## src/rtl/map_checkpoint_ctrl_pkg.sv

```systemverilog
// map_checkpoint_ctrl_pkg: map-table row types and checkpoint sizing shared by the checkpoint controller
package map_checkpoint_ctrl_pkg;
  localparam int NUM_GEN_REG = 8;
  localparam int NUM_PHYS_REG = 16;
  localparam int PR_W = $clog2(NUM_PHYS_REG);
  localparam int NUM_CKPT = 4;
  localparam int CKPT_W = $clog2(NUM_CKPT);
  typedef logic [PR_W:0] PHYS_REG;
  typedef logic [$clog2(NUM_GEN_REG)-1:0] GEN_REG;
  typedef logic [CKPT_W-1:0] CKPT_ID;
  typedef struct packed {
    PHYS_REG phys_tag;
  } MAP_ROW_T;
  typedef MAP_ROW_T [NUM_GEN_REG-1:0] MAP_IMG_T;
endpackage

```

## src/rtl/map_cdb_merge.sv

```systemverilog
// map_cdb_merge: folds a CDB broadcast into a map-table image so stored copies keep current ready bits
module map_cdb_merge
  import map_checkpoint_ctrl_pkg::*;
(
  input  MAP_IMG_T img,
  input  logic     cdb_en,
  input  PHYS_REG  cdb_tag,
  output MAP_IMG_T merged
);
  genvar r;
  generate
    for (r = 0; r < NUM_GEN_REG; r++) begin : g_row
      assign merged[r].phys_tag = (cdb_en && img[r].phys_tag[PR_W-1:0] == cdb_tag[PR_W-1:0])
                                  ? cdb_tag : img[r].phys_tag;
    end
  endgenerate
endmodule

```

## src/rtl/map_checkpoint_ctrl.sv

```systemverilog
// map_checkpoint_ctrl: per-branch map-table snapshots with in-order release and mispredict rollback
module map_checkpoint_ctrl
  import map_checkpoint_ctrl_pkg::*;
#(
  parameter int NUM_CKPT = map_checkpoint_ctrl_pkg::NUM_CKPT,
  parameter int CKPT_W = $clog2(NUM_CKPT),
  parameter int CNT_W = $clog2(NUM_CKPT + 1)
) (
  input  logic                clock,
  input  logic                reset_n,
  input  MAP_IMG_T            map_table_in,
  input  logic                branch_dispatch,
  output logic                ckpt_full,
  output logic [CKPT_W-1:0]   ckpt_id,
  input  logic                branch_resolve,
  input  logic [CKPT_W-1:0]   resolve_id,
  input  logic                resolve_mispredict,
  input  logic                CDB_en,
  input  PHYS_REG             CDB_tag_in,
  output logic                branch_incorrect,
  output MAP_IMG_T            map_check_point,
  output logic [NUM_CKPT-1:0] flush_mask,
  output logic [CNT_W-1:0]    ckpt_count
);
  MAP_IMG_T ckpt [NUM_CKPT];
  MAP_IMG_T merged [NUM_CKPT];
  MAP_IMG_T in_m, out_m, restore_q;
  logic [NUM_CKPT-1:0] valid, valid_n, fmask, flush_q;
  logic [CKPT_W-1:0] head, tail, kd, head_n, tail_n;
  logic [CNT_W-1:0] count, count_n;
  logic incorrect_q, mis, good, alloc, retire;
  genvar i;
  generate
    for (i = 0; i < NUM_CKPT; i++) begin : g_slot
      logic [CKPT_W-1:0] d;
      map_cdb_merge u_m (.img(ckpt[i]), .cdb_en(CDB_en), .cdb_tag(CDB_tag_in), .merged(merged[i]));
      // distance from head decides membership in the squashed range, so a full ring (head==tail) works
      assign d = CKPT_W'(i) - head;
      assign fmask[i] = mis && d >= kd && CNT_W'(d) < count;
    end
  endgenerate
  map_cdb_merge u_in (.img(map_table_in), .cdb_en(CDB_en), .cdb_tag(CDB_tag_in), .merged(in_m));
  map_cdb_merge u_out (.img(restore_q), .cdb_en(CDB_en), .cdb_tag(CDB_tag_in), .merged(out_m));
  always_comb begin
    ckpt_full = count == CNT_W'(NUM_CKPT);
    mis = branch_resolve && resolve_mispredict && valid[resolve_id];
    good = branch_resolve && !resolve_mispredict && valid[resolve_id];
    alloc = branch_dispatch && !ckpt_full && !mis;
    retire = !mis && count != '0 && !valid[head];
    kd = resolve_id - head;
    valid_n = (valid & ~fmask & ~(good ? NUM_CKPT'(1) << resolve_id : '0))
              | (alloc ? NUM_CKPT'(1) << tail : '0);
    head_n = head + CKPT_W'(retire);
    tail_n = mis ? resolve_id : tail + CKPT_W'(alloc);
    count_n = mis ? CNT_W'(kd) : count + CNT_W'(alloc) - CNT_W'(retire);
  end
  always_ff @(posedge clock or negedge reset_n) begin
    if (!reset_n) begin
      for (int j = 0; j < NUM_CKPT; j++) ckpt[j] <= '0;
      valid <= '0;
      head <= '0;
      tail <= '0;
      count <= '0;
      restore_q <= '0;
      incorrect_q <= 1'b0;
      flush_q <= '0;
    end else begin
      for (int j = 0; j < NUM_CKPT; j++) if (valid[j]) ckpt[j] <= merged[j];
      if (alloc) ckpt[tail] <= in_m;
      if (mis) restore_q <= merged[resolve_id];
      incorrect_q <= mis;
      flush_q <= fmask;
      valid <= valid_n;
      head <= head_n;
      tail <= tail_n;
      count <= count_n;
    end
  end
  assign ckpt_id = tail;
  assign ckpt_count = count;
  assign branch_incorrect = incorrect_q;
  assign flush_mask = flush_q;
  // the map table ignores the CDB during a restore, so the restore image carries it instead
  assign map_check_point = incorrect_q ? out_m : restore_q;
endmodule
```

## config.mk

```make
export PLATFORM = sky130hd
export DESIGN_NAME = map_checkpoint_ctrl
export DESIGN_NICKNAME = d
export VERILOG_FILES = /design/src/rtl/map_checkpoint_ctrl_pkg.sv /design/src/rtl/map_cdb_merge.sv /design/src/rtl/map_checkpoint_ctrl.sv
export SDC_FILE = /design/constraint.sdc
export NUM_CORES = 1
export LEC_CHECK = 0
export BUFFER_PORTS_ARGS = -buffer_cell sky130_fd_sc_hd__buf_2
export CAP_MARGIN = 20
export CORE_UTILIZATION = 40
export CTS_CLUSTER_DIAMETER = 80
export CTS_CLUSTER_SIZE = 40
export DETAILED_ROUTE_END_ITERATION = 12
export PLACE_DENSITY = 0.62
export SLEW_MARGIN = 25
export SYNTH_ARGS = -nofsm -noshare
export SYNTH_HDL_FRONTEND = slang
export SYNTH_SLANG_ARGS = --single-unit
export TNS_END_PERCENT = 100
```

## constraint.sdc

```tcl
create_clock -name clock -period 3.5 [get_ports clock]
set_clock_uncertainty 0.15 [all_clocks]
set_input_delay 0.7 -clock clock [delete_from_list [all_inputs] [get_ports clock]]
set_output_delay 0.7 -clock clock [all_outputs]
set_load 0.01 [all_outputs]
```

-- Yosys cells after proc, flatten, opt, wreduce, memory -nomap -nowiden
Cells that the tools add are included.
- flip-flop bits (word level): 216
- bits of input ports: 53
- output and inout bits: 51
- word-level logic and storage cells: 264
- $add $sub $neg: 9
- $lt $le $gt $ge: 13
- eq/ne operators: 49
- shift operators: 2
- multiplexer cells: 68
- bitwise gates (word level): 7
- reduce and logical (&&, ||, !) cells: 70
- operator list (operator ; number):
    40-bit two-way mux ; 8
    5-bit two-way mux ; 48
    4-bit equality test ; 48
    160-bit bitwise mux ; 1
    160-bit two-way mux ; 1
    40-bit binary-select mux with 2-bit select ; 1
    40-bit demux with 2-bit select ; 1
    1-bit logical AND ; 65
    2-bit by 3-bit < comparator with 1-bit output ; 4
    4-bit AND ; 2
    2-bit >= comparator ; 4
    4-bit two-way mux ; 2
    4-bit NOT ; 2
    1-bit by 2-bit left shift with 4-bit output (first input constant) ; 2
    3-bit >= comparator (second input constant) ; 2
    2-bit by 3-bit < comparator with 1-bit output (second input constant) ; 2
    2-bit NOT with 3-bit output ; 2
    2-bit by 1-bit adder with 2-bit output ; 2
    1-bit binary-select mux with 2-bit select ; 2
    1-bit zero test ; 4
    4-bit bitwise OR ; 1
    1-bit by 2-bit subtractor with 2-bit output (first input constant) ; 2
    2-bit subtractor (first input constant) ; 2
    3-bit by 1-bit adder with 3-bit output ; 1
    other kinds (8) ; 9

-- Longest topological paths before layout
- word-level depth: 9
- gate-level depth with buffers: 12
- mapped depth without buffers: 10

-- Cells and area by module
Synthesis repeated with hierarchy kept, for this count alone.
- cell total of the unflattened synthesis: 1365
- area total of the unflattened synthesis: 15571.2 um^2
- by module, submodules not included (module ; times used ; cells an instance ; area each (um^2) ; seq. area each (um^2)):
    map_checkpoint_ctrl ; 1 ; 807 ; 11870.1 ; 5405.2
    map_cdb_merge ; 6 ; 93 ; 616.8 ; 0.0

-- Worst setup path before layout
No wires, ideal clock.
- path kind: input port to output port
- start: in CDB_tag_in[2]
- end: out map_check_point[34] (netlist bit)
- arrival time: 2278 ps
- data required time: 2650 ps
- slack: 372 ps
- stages on the path: 7
- path buffers: 3
- cell sequence: clkbuf_1 > clkbuf_1 > buf_2 > xnor2_1 > nand3_1 > nor3_1 > mux2_2
- RTL lines (what ; line ; RTL):
    start: declaration ; map_checkpoint_ctrl.sv:19 ; input PHYS_REG CDB_tag_in,
    end: declaration ; map_checkpoint_ctrl.sv:21 ; output MAP_IMG_T map_check_point,

==> results.py <==
metrics = {
    "cts": {
        "cts.root.buffer_cell": "sky130_fd_sc_hd__clkbuf_16",
        "hold_buffers": 0,
        "cts_tree": "done",
        "clock-sinks": 216,
        "cts-root-to-sink-buffers": 3,
        "htree_num_levels": 1,
        "post_cts_sizing": 0,
        "post-cts-setup-buffer-count": 0,
        "tritoncts.num_buffers": 14,
        "clk_latency_worst_skew_pair_ps": 500,
        "clkTransAtPathRegs_ps": 120,
    },
    "layout": {
        "drive_above_1_share": 0.186,
        "layout.area.seq_um2": 5410,
        "multi_input_area_um2": 6770,
        "post-route-cell-area_um2": 14200,
        "final.fill_count": 2880,
        "most-common-layout-cells": "sky130_fd_sc_hd__nand2_1 (221), sky130_fd_sc_hd__dfrtp_1 (216), sky130_fd_sc_hd__xor2_1 (125)",
        "final_common_cell": "sky130_fd_sc_hd__nand2_1",
        "final_nets": 1324,
        "synthToLayoutAreaGrowth_pct": 11.4,
    },
    "timing": {
        "timing.final.crit_period_ps": 2990,
        "achievable-frequency_ghz": 0.334,
        "finalHoldViolations": 7,
        "hold_slack_ps": -17.1,
        "worst_slew_margin_rel": 0.305,
        "setup_viol": 0,
        "timing_worst_slew_pin_value_ps": 1020,
        "min_period_over_period": 0.855,
        "finalSetupTns_ps": 0,
        "grt_setup_unrepaired": "no",
        "report.final.slew_viol_count": 0,
    },
    "die": {
        "fp.dieH_um": 180,
        "rows": 64,
        "start_util": 0.411,
        "die_area_um2": 32500,
        "core_area_um2": 30900,
        "die-width_um": 180,
        "io_count": 104,
    },
    "placement": {
        "dpl-instance-area_um2": 13600,
        "port-buffer-count": 103,
        "gpl.final_weighted_congestion": 0.850,
        "place_hpwl_um": 23600,
    },
    "min_path": {
        "hp-class": "primary input to asynchronous set/reset pin",
    },
    "drt": {
        "remaining_drc_errors": 0,
        "initialDrtViolationCount": 736,
        "vias": 9110,
        "wirelength_um": 34600,
        "post_drt_via_cell_ratio": 5.47,
        "detail_route.first_pass.iterations": 5,
        "postRouteAntennaNets": 0,
        "routed_wl_per_cell_um": 20.8,
    },
    "synthesis": {
        "synth_seq_area_share": 0.425,
        "postSynthCellCount": 1223,
        "ys_dominant_reg_cell": "sky130_fd_sc_hd__dfrtp_1",
        "post_synthesis_mean_instance_area_um2": 10.4,
        "netlist_area_um2": 12700,
        "post_synth_num_cell_types": 46,
        "ys_warn_count": 0,
        "net_count_of_the_mapped_netlist": 1288,
        "postSynthRegisterBits": 216,
        "edff_count_synth": 0,
        "synthArstFlopShare": 1.00,
    },
    "pwr": {
        "p_comb_frac": 0.418,
        "power.leakage_nw": 6.68,
        "share_of_power_burned_in_the_clock_network": 0.167,
        "power_report.internal_total_mw": 7.16,
        "power_frac_seq": 0.415,
        "total_power_density_per_cell_area_nw_per_um2": 833,
        "psw_mw": 4.64,
        "power.ir.vdd_worst_v": 0.000306,
        "power.switching_fraction": 0.393,
    },
    "critical_path": {
        "path_max_fanout": 10,
        "cp_slowest_cell": "sky130_fd_sc_hd__buf_2",
        "critical_path.most_common_cell": "sky130_fd_sc_hd__buf_2",
        "critical_path_class": "primary input to primary output",
        "reg2reg_depth": 8,
        "cp_data_arrival_time_ps": 2140,
        "crit_chain": "buf_2 -> xnor2_1 -> nand3_1 -> nor3_1 -> mux2_2 -> buf_2",
        "cp-end-kind": "primary output",
        "critical-path-max-stage-delay_ps": 470,
        "critPathRequiredTime_ps": 2650,
        "worstSetupStartpointType": "primary input",
    },
    "grt": {
        "grt_first_pass_wirelength_um": 54500,
        "grt_start_max_net_pins": 74,
        "globalRouteTotalUtil": 0.215,
        "overflow": 0,
        "grt_pass1_vias": 8995,
        "grt_antenna_before_repair": 2,
    },
    "run_status": {
        "run_status": "complete, but fails checks",
        "violated_checks": "hold timing",
    },
    "flow_run": {
        "max-cap-violations": 0,
    },
}
## stage by stage
stage,setup WS (ps),std cells,util,power [mW],hold WS [ps]
6_report,507,1664,0.458,11.8,-17.1
5_1_grt,400,1662,0.458,12.6,23.0
4_1_cts,507,1662,0.458,11.9,26.3
3_5_place_dp,478,1639,0.441,9.88,356
3_3_place_gp,499,1639,0.441,9.74,352
2_1_floorplan,372,1223,-,8.36,254
## per-layer routing
metal  share of wire  global-route usage  up-vias
li1                -                   -     4217
met1            0.48               0.320     4632
met2            0.46               0.334      239
met3           0.057              0.0273       22
met4           0.011              0.0451        0
met5               0                   0        -
## path summary, 6_finish.rpt
| path | start | to | slack (ps) |
|---|---|---|---|
| worst max-delay path | CDB_tag_in[1] | map_check_point[34] | 510 |
| worst min-delay path | reset_n | ckpt[148] | -20 |
| worst max register to register | valid[2] | ckpt_count[2] | 720 |
| worst min register to register | ckpt[121] | ckpt[121] | 380 |
| max in group asynchronous | reset_n | restore_q[5] | 2220 |
| min in group clock | map_table_in[28] | ckpt[148] | 290 |
## worst max-delay path: cells and delay by family
family / cells / cell delay (ps)
buffers and inverters: 2 / 610
muxes: 1 / 380
and+or+nand+nor: 2 / 250
xor gates and xnor gates: 1 / 180
## cells by family (layout without fill, tap and decap cells)
family / count (synthesis) / in the layout / share of synthesized area
muxes: 213 / 213 / 0.212
and+or+nand+nor: 372 / 372 / 0.127
buffers and inverters: 133 / 176 / 0.0438
AOI/OAI and AO/OA: 76 / 76 / 0.0413
other: 0 / 2 / 0
xor gates and xnor gates: 201 / 201 / 0.139
adders and majority gates: 12 / 12 / 0.0124
DFF: 216 / 216 / 0.425
## cell type report
type                    instances  share of cell area
well taps                     396              0.0350
multi-input cells             874               0.478
flip-flops and latches        216               0.382
clock buffers                  15              0.0265
diodes                          2            0.000354
inverters                      12             0.00318
repair buffers                141              0.0643
clock inverters                 8              0.0108
## synthesized netlist by cell type (2+ instances only)
library cell	instances	share of area
sky130_fd_sc_hd__nand2_1	221	0.065
sky130_fd_sc_hd__dfrtp_1	216	0.43
sky130_fd_sc_hd__xor2_1	125	0.086
sky130_fd_sc_hd__mux2_1	76	0.067
sky130_fd_sc_hd__xnor2_1	76	0.052
sky130_fd_sc_hd__clkbuf_1	74	0.022
sky130_fd_sc_hd__mux2i_1	73	0.057
sky130_fd_sc_hd__nand3_1	44	0.017
sky130_fd_sc_hd__nor3_1	44	0.017
sky130_fd_sc_hd__mux4_2	34	0.060
sky130_fd_sc_hd__nor2_1	31	0.0092
sky130_fd_sc_hd__buf_2	30	0.012
sky130_fd_sc_hd__mux2_2	30	0.027
sky130_fd_sc_hd__nand4_1	14	0.0069
sky130_fd_sc_hd__buf_1	13	0.0038
sky130_fd_sc_hd__o21ai_1	13	0.0051
sky130_fd_sc_hd__a211o_1	12	0.0083
sky130_fd_sc_hd__ha_1	11	0.011
sky130_fd_sc_hd__inv_1	11	0.0032
sky130_fd_sc_hd__o22ai_1	10	0.0049
sky130_fd_sc_hd__o21ai_0	9	0.0035
sky130_fd_sc_hd__o221ai_1	9	0.0062
sky130_fd_sc_hd__a21oi_1	6	0.0024
sky130_fd_sc_hd__o22a_1	6	0.0041
sky130_fd_sc_hd__a21o_1	4	0.0024
sky130_fd_sc_hd__and4_1	4	0.0028
sky130_fd_sc_hd__nor4_1	3	0.0015
sky130_fd_sc_hd__buf_6	2	0.0018
sky130_fd_sc_hd__nand2b_1	2	0.00098
sky130_fd_sc_hd__nand3b_1	2	0.0012
sky130_fd_sc_hd__o211ai_1	2	0.0012
sky130_fd_sc_hd__o32ai_1	2	0.0014
## state kept, by name, summed over array words and instances, names as in the netlist
name and count:
restore_q 40, ckpt 160, ckpt_count 3, flush_mask 4, ckpt_id 2, branch_incorrect 1
head 2, valid 4
## power groups by stage
stage | Clock, mW | Combinational (mW) | Sequential (mW)
3_3_place_gp | 0 | 4.84 | 4.90
2_1_floorplan | 0 | 3.82 | 4.54
5_1_grt | 2.12 | 5.45 | 5.06
6_report | 1.97 | 4.93 | 4.90
4_1_cts | 2.01 | 4.96 | 4.89
3_5_place_dp | 0 | 4.94 | 4.95
No activity file was read; power rests on OpenSTA's default activity.
